## config.mk

```make
export PLATFORM = sky130hd
export DESIGN_NAME = instr_mem_sync
export DESIGN_NICKNAME = d
export VERILOG_FILES = /design/src/rtl/imem_pkg.sv /design/src/rtl/imem_ram.sv /design/src/rtl/instr_mem_sync.sv
export SDC_FILE = /design/constraint.sdc
export NUM_CORES = 2
export LEC_CHECK = 0
export ABC_CLOCK_PERIOD_IN_PS = 5550
export CAP_MARGIN = 20
export CORE_MARGIN = 2
export CORE_UTILIZATION = 45
export CTS_BUF_LIST = sky130_fd_sc_hd__clkbuf_8 sky130_fd_sc_hd__clkbuf_16
export DETAILED_ROUTE_END_ITERATION = 12
export HOLD_SLACK_MARGIN = 0.1
export PLACE_DENSITY = 0.65
export SETUP_SLACK_MARGIN = 0.02
export SLEW_MARGIN = 15
export SYNTH_ARGS = -nofsm -noshare
export SYNTH_HDL_FRONTEND = slang
export SYNTH_HIERARCHICAL = 1
export SYNTH_SLANG_ARGS = --single-unit
```

## constraint.sdc

```tcl
create_clock -name clk -period 5.55 [get_ports clk]
set_input_delay 0.8325 -clock clk [delete_from_list [all_inputs] [get_ports clk]]
set_output_delay 0.8325 -clock clk [all_outputs]
set_load 0.01 [all_outputs]
```

## src/rtl/imem_pkg.sv

```systemverilog
// Shared types and address helpers for the RAM-backed instruction memory.
package imem_pkg;

    localparam logic [31:0] NOP_INSTR = 32'h00000013;

    typedef enum logic {
        INIT,
        READY
    } state_t;

    // Where rdata comes from: the reset value, the RAM output register, or the error filler.
    typedef enum logic [1:0] {
        RD_ZERO,
        RD_RAM,
        RD_DFLT
    } rd_src_t;

    function automatic int unsigned word_index(input logic [31:0] addr);
        return int'(addr >> 2);
    endfunction

    function automatic logic addr_ok(input logic [31:0] addr, input int unsigned depth);
        return (addr[1:0] == 2'b00) && (word_index(addr) < depth);
    endfunction

endpackage

```

## src/rtl/imem_ram.sv

```systemverilog
// DEPTH x DATA_W storage: one synchronous write port, one synchronous read-first read port.
module imem_ram #(
    parameter int DATA_W = 32,
    parameter int DEPTH  = 64,
    parameter int IDX_W  = $clog2(DEPTH)
) (
    input  logic              clk,
    input  logic              we,
    input  logic [IDX_W-1:0]  waddr,
    input  logic [DATA_W-1:0] wdata,
    input  logic              re,
    input  logic [IDX_W-1:0]  raddr,
    output logic [DATA_W-1:0] rdata
);

    logic [DATA_W-1:0] mem [DEPTH];

    // NOTE: the array has no reset so it maps onto block RAM; non-blocking writes give read-first on a collision.
    always_ff @(posedge clk) begin
        if (re) begin
            rdata <= mem[raddr];
        end
        if (we) begin
            mem[waddr] <= wdata;
        end
    end

endmodule

```

## src/rtl/instr_mem_sync.sv

```systemverilog
// Instruction memory top: clear-on-reset FSM, fetch req/valid path and loader write handshake.
module instr_mem_sync
    import imem_pkg::*;
#(
    parameter int                DATA_W         = 32,
    parameter int                ADDR_W         = 8,
    parameter int                DEPTH          = 64,
    parameter logic [DATA_W-1:0] DEFAULT_INSTR  = DATA_W'(NOP_INSTR),
    parameter bit                CLEAR_ON_RESET = 1'b1
) (
    input  logic              clk,
    input  logic              rst_n,
    output logic              init_done,
    input  logic              fetch_req,
    input  logic [ADDR_W-1:0] fetch_addr,
    output logic              fetch_ready,
    output logic [DATA_W-1:0] rdata,
    output logic              rvalid,
    output logic              fetch_err,
    input  logic              prog_we,
    input  logic [ADDR_W-1:0] prog_addr,
    input  logic [DATA_W-1:0] prog_wdata,
    output logic              prog_ack
);

    localparam int IDX_W = $clog2(DEPTH);

    state_t            state_q, state_d;
    logic [IDX_W-1:0]  cnt_q, cnt_d;
    rd_src_t           rd_src_q;
    logic              rvalid_q;
    logic              prog_ack_q;

    logic              fetch_ok, prog_ok, fetch_acc, prog_acc;
    logic [IDX_W-1:0]  fetch_idx, prog_idx;
    logic              ram_we;
    logic [IDX_W-1:0]  ram_waddr;
    logic [DATA_W-1:0] ram_wdata;
    logic [DATA_W-1:0] ram_rdata;

    assign init_done   = (state_q == READY);
    assign fetch_ready = init_done;

    assign fetch_ok  = addr_ok(32'(fetch_addr), DEPTH);
    assign prog_ok   = addr_ok(32'(prog_addr), DEPTH);
    assign fetch_idx = IDX_W'(word_index(32'(fetch_addr)));
    assign prog_idx  = IDX_W'(word_index(32'(prog_addr)));

    assign fetch_acc = fetch_req && init_done;
    // An ack in flight blocks re-acceptance of the same held request.
    assign prog_acc  = prog_we && init_done && !prog_ack_q;

    // NOTE: every always_comb output gets a default first so no path leaves a latch behind.
    always_comb begin
        state_d   = state_q;
        cnt_d     = cnt_q;
        ram_we    = 1'b0;
        ram_waddr = prog_idx;
        ram_wdata = prog_wdata;
        case (state_q)
            INIT: begin
                ram_we    = 1'b1;
                ram_waddr = cnt_q;
                ram_wdata = DEFAULT_INSTR;
                if (cnt_q == IDX_W'(DEPTH - 1)) begin
                    state_d = READY;
                end else begin
                    cnt_d = cnt_q + 1'b1;
                end
            end
            READY: begin
                ram_we = prog_acc && prog_ok;
            end
            default: state_d = INIT;
        endcase
    end

    // NOTE: state registers use non-blocking assignments so every flop samples pre-edge values.
    always_ff @(posedge clk or negedge rst_n) begin
        if (!rst_n) begin
            state_q    <= CLEAR_ON_RESET ? INIT : READY;
            cnt_q      <= '0;
            rvalid_q   <= 1'b0;
            rd_src_q   <= RD_ZERO;
            prog_ack_q <= 1'b0;
        end else begin
            state_q    <= state_d;
            cnt_q      <= cnt_d;
            rvalid_q   <= fetch_acc;
            prog_ack_q <= prog_acc;
            if (fetch_acc) begin
                rd_src_q <= fetch_ok ? RD_RAM : RD_DFLT;
            end
        end
    end

    imem_ram #(
        .DATA_W (DATA_W),
        .DEPTH  (DEPTH),
        .IDX_W  (IDX_W)
    ) u_ram (
        .clk   (clk),
        .we    (ram_we),
        .waddr (ram_waddr),
        .wdata (ram_wdata),
        .re    (fetch_acc && fetch_ok),
        .raddr (fetch_idx),
        .rdata (ram_rdata)
    );

    // The RAM output register only loads on good fetches, so it holds across idle cycles.
    always_comb begin
        rdata = '0;
        case (rd_src_q)
            RD_RAM:  rdata = ram_rdata;
            RD_DFLT: rdata = DEFAULT_INSTR;
            default: rdata = '0;
        endcase
    end

    assign rvalid    = rvalid_q;
    assign fetch_err = rvalid_q && (rd_src_q == RD_DFLT);
    assign prog_ack  = prog_ack_q;

endmodule

```

==> metrics.txt <==
grt met2 use=0.3609; Wirelength per Cell=32.40 um; fin crit period=4.337 ns; crit share post-route=0.7815; area delta synth->final=14.21%; HP Class=input port to asynchronous set/reset pin; Finished Core Util=0.5174; FF+latch count, synth=2091; Critical Path End Type=output port; Worst-path clk slew=0.06 ns; CTS Buf Count=201; DR DRC count=0; Least-Margin Pin Slew=1.220 ns; global-route wire length before repair=284.1 mm; met1 Track Usage GR=0.3075; Max transition margin=0.1836; total gr overflow=0; # H-tree levels=4; Max Fclk=0.2306 GHz; placed cell areas=85020 sq um; CTS Hold Buffers Added=0; status=finished clean; via count=37948; library cells used by synthesis=47; Clock Root Buffer=clkbuf_16; Post-synth ARST share=0.005261; share of cells above drive strength 1=0.2850; syn avg cell area=23.15 sq um; Post-DRT Antenna Nets=0; most frequent cells in the layout=2080 x edfxtp_1, 544 x mux4_2, 206 x clkbuf_16; commonest non-fill, non-tap cell in the layout=edfxtp_1; Hold WS=0.4760 ns; top_reg_cell synth=edfxtp_1; largest net degree at the start of global routing=87; skew final=0.02608 ns; # port buffers=88; Post-synth EDFFs=2080; RSZ-0062 raised after global routing=false; final hold violations=0; post-synthesis sequential area ratio=0.7854; vias in the first global route=37625; Warnings, synthesis=6; clock sink count=2091; DRT Pass-1 Iters=5; Crit Path Category=flip-flop to output port; total of max-cap violations=0; # rows=154; initial antenna violation count=8; Syn Nets=3506; # nets final=3791; maximum vdd drop=0.0003583 V; cts repair resizes=0; Required @ worst endpoint=4.72 ns; Worst R2R Start=fetch_ready; setup tns final=0 ns; Worst EP arrival=3.50 ns; startpoint types=flip-flop; count of final setup violators=0; post-CTS setup buffers=0; PD cells=336.6 nW/um^2; LEAKAGE=23.28 nW; Mapped Area=79880 sq um; Syn Inst Count=3451; Die H=425.3 um; final worst slack=1.213 ns; GPL Wtd Cong=0.8495; GR Util All Layers=0.2239; clk_lat worst skew=0.83 ns; CTS max path bufs=3; Slew Limit Fails=0; CTS tree=built; Starting Density=0.4531; GR peak layer=met2; Place WS=1.204 ns; grt met3 use=0.03787; Post-Route WL=202.2 mm; placed wire-length estimate=119.5 mm; finished layout cell area=91230 sq um; die footprint=180900 sq um; DR iter-0 viols=5055; Via-to-Cell Ratio=6.081; CP max FO=29; CP startpoint=rd_src_q[0]; die width=425.3 um; I/O pins=89; core area=176300 sq um
==> metrics by stage <==
step / cells / power (mW)
5_1_grt: 6239 / 31.48
4_1_cts: 6238 / 30.91
6_report: 6240 / 30.71
3_3_place_gp: 5872 / 18.13
2_1_floorplan: 3451 / 17.88
3_5_place_dp: 5873 / 18.13
==> synthesized netlist by cell type (9+ instances only) <==
master / count / share of area
mux2i_1: 93 / 0.012
nand2_1: 28 / 0.0013
buf_4: 27 / 0.0025
mux4_2: 544 / 0.15
o22ai_1: 84 / 0.0066
buf_1: 21 / 0.00099
edfxtp_1: 2080 / 0.78
dfrtp_1: 11 / 0.0034
nand3_1: 9 / 0.00056
o221ai_1: 27 / 0.0030
clkbuf_1: 79 / 0.0037
nor2b_1: 18 / 0.0014
and2_1: 61 / 0.0048
a21oi_1: 67 / 0.0042
buf_2: 58 / 0.0036
a22oi_1: 12 / 0.0011
nor2_1: 142 / 0.0067
nand2b_1: 11 / 0.00086
==> path summary, 6_finish.rpt <==
check,end,slack (ns),depth (start not counted)
max,rdata[20],1.21,5
min,rd_src_q[0],0.48,1
max reg2reg,u_ram/mem[21][24],1.72,6
min reg2reg,prog_ack,0.48,1
max in group asynchronous,fetch_ready,4.49,1
min in group clk,prog_ack,0.48,1
==> registers in the layout, summed over array words and instances, names as in the netlist <==
register	count
u_ram/mem	2048
u_ram/rdata	32
cnt_q	6
rd_src_q	2
fetch_ready	1
prog_ack	1
rvalid	1
==> final cells by class <==
cell class,count,area [sq um]
multi-input cells,1165,16740
clock buffers,212,5238
diodes,2,5.005
flip-flops and latches,2091,62740
well taps,2340,2928
fillers,13559,85080
repair buffers,273,2599
clock inverters,153,967.2
inverters,4,15.01
==> power breakdown <==
part,total (mW),internal [mW],switching (mW)
clock,12.9,7.23,5.69
sequential,17.1,17.1,0
combinational,0.694,0.276,0.418
==> metal layers <==
metal	routed length [um]	up-vias	share of wire
li1	-	15294	-
met1	77890	20537	0.39
met2	99590	1813	0.49
met3	16780	302	0.083
met4	7884	2	0.039
met5	9	-	0.000045
==> critical path: stages (launching register included) <==
cell and delay [ns]:
dfrtp_1 0.38, inv_1 0.06, ha_1 0.37, nor2b_4 0.78, and2_1 0.46, clkdlybuf4s50_1 0.61
==> cells by family (layout without fill, tap and decap cells) <==
logic type,Yosys count,after routing,synth area share
AO/OA/AOI/OAI,215,215,0.01768
XOR/XNOR,1,1,0.0001097
adder cells (fa/ha/maj),3,3,0.0004700
buffers and inverters,195,642,0.01183
flip-flops,2091,2091,0.7854
multiplexers,644,644,0.1661
other,0,2,0
AND/OR/NAND/NOR,302,302,0.01844
Power figures use the tool's default switching activity.
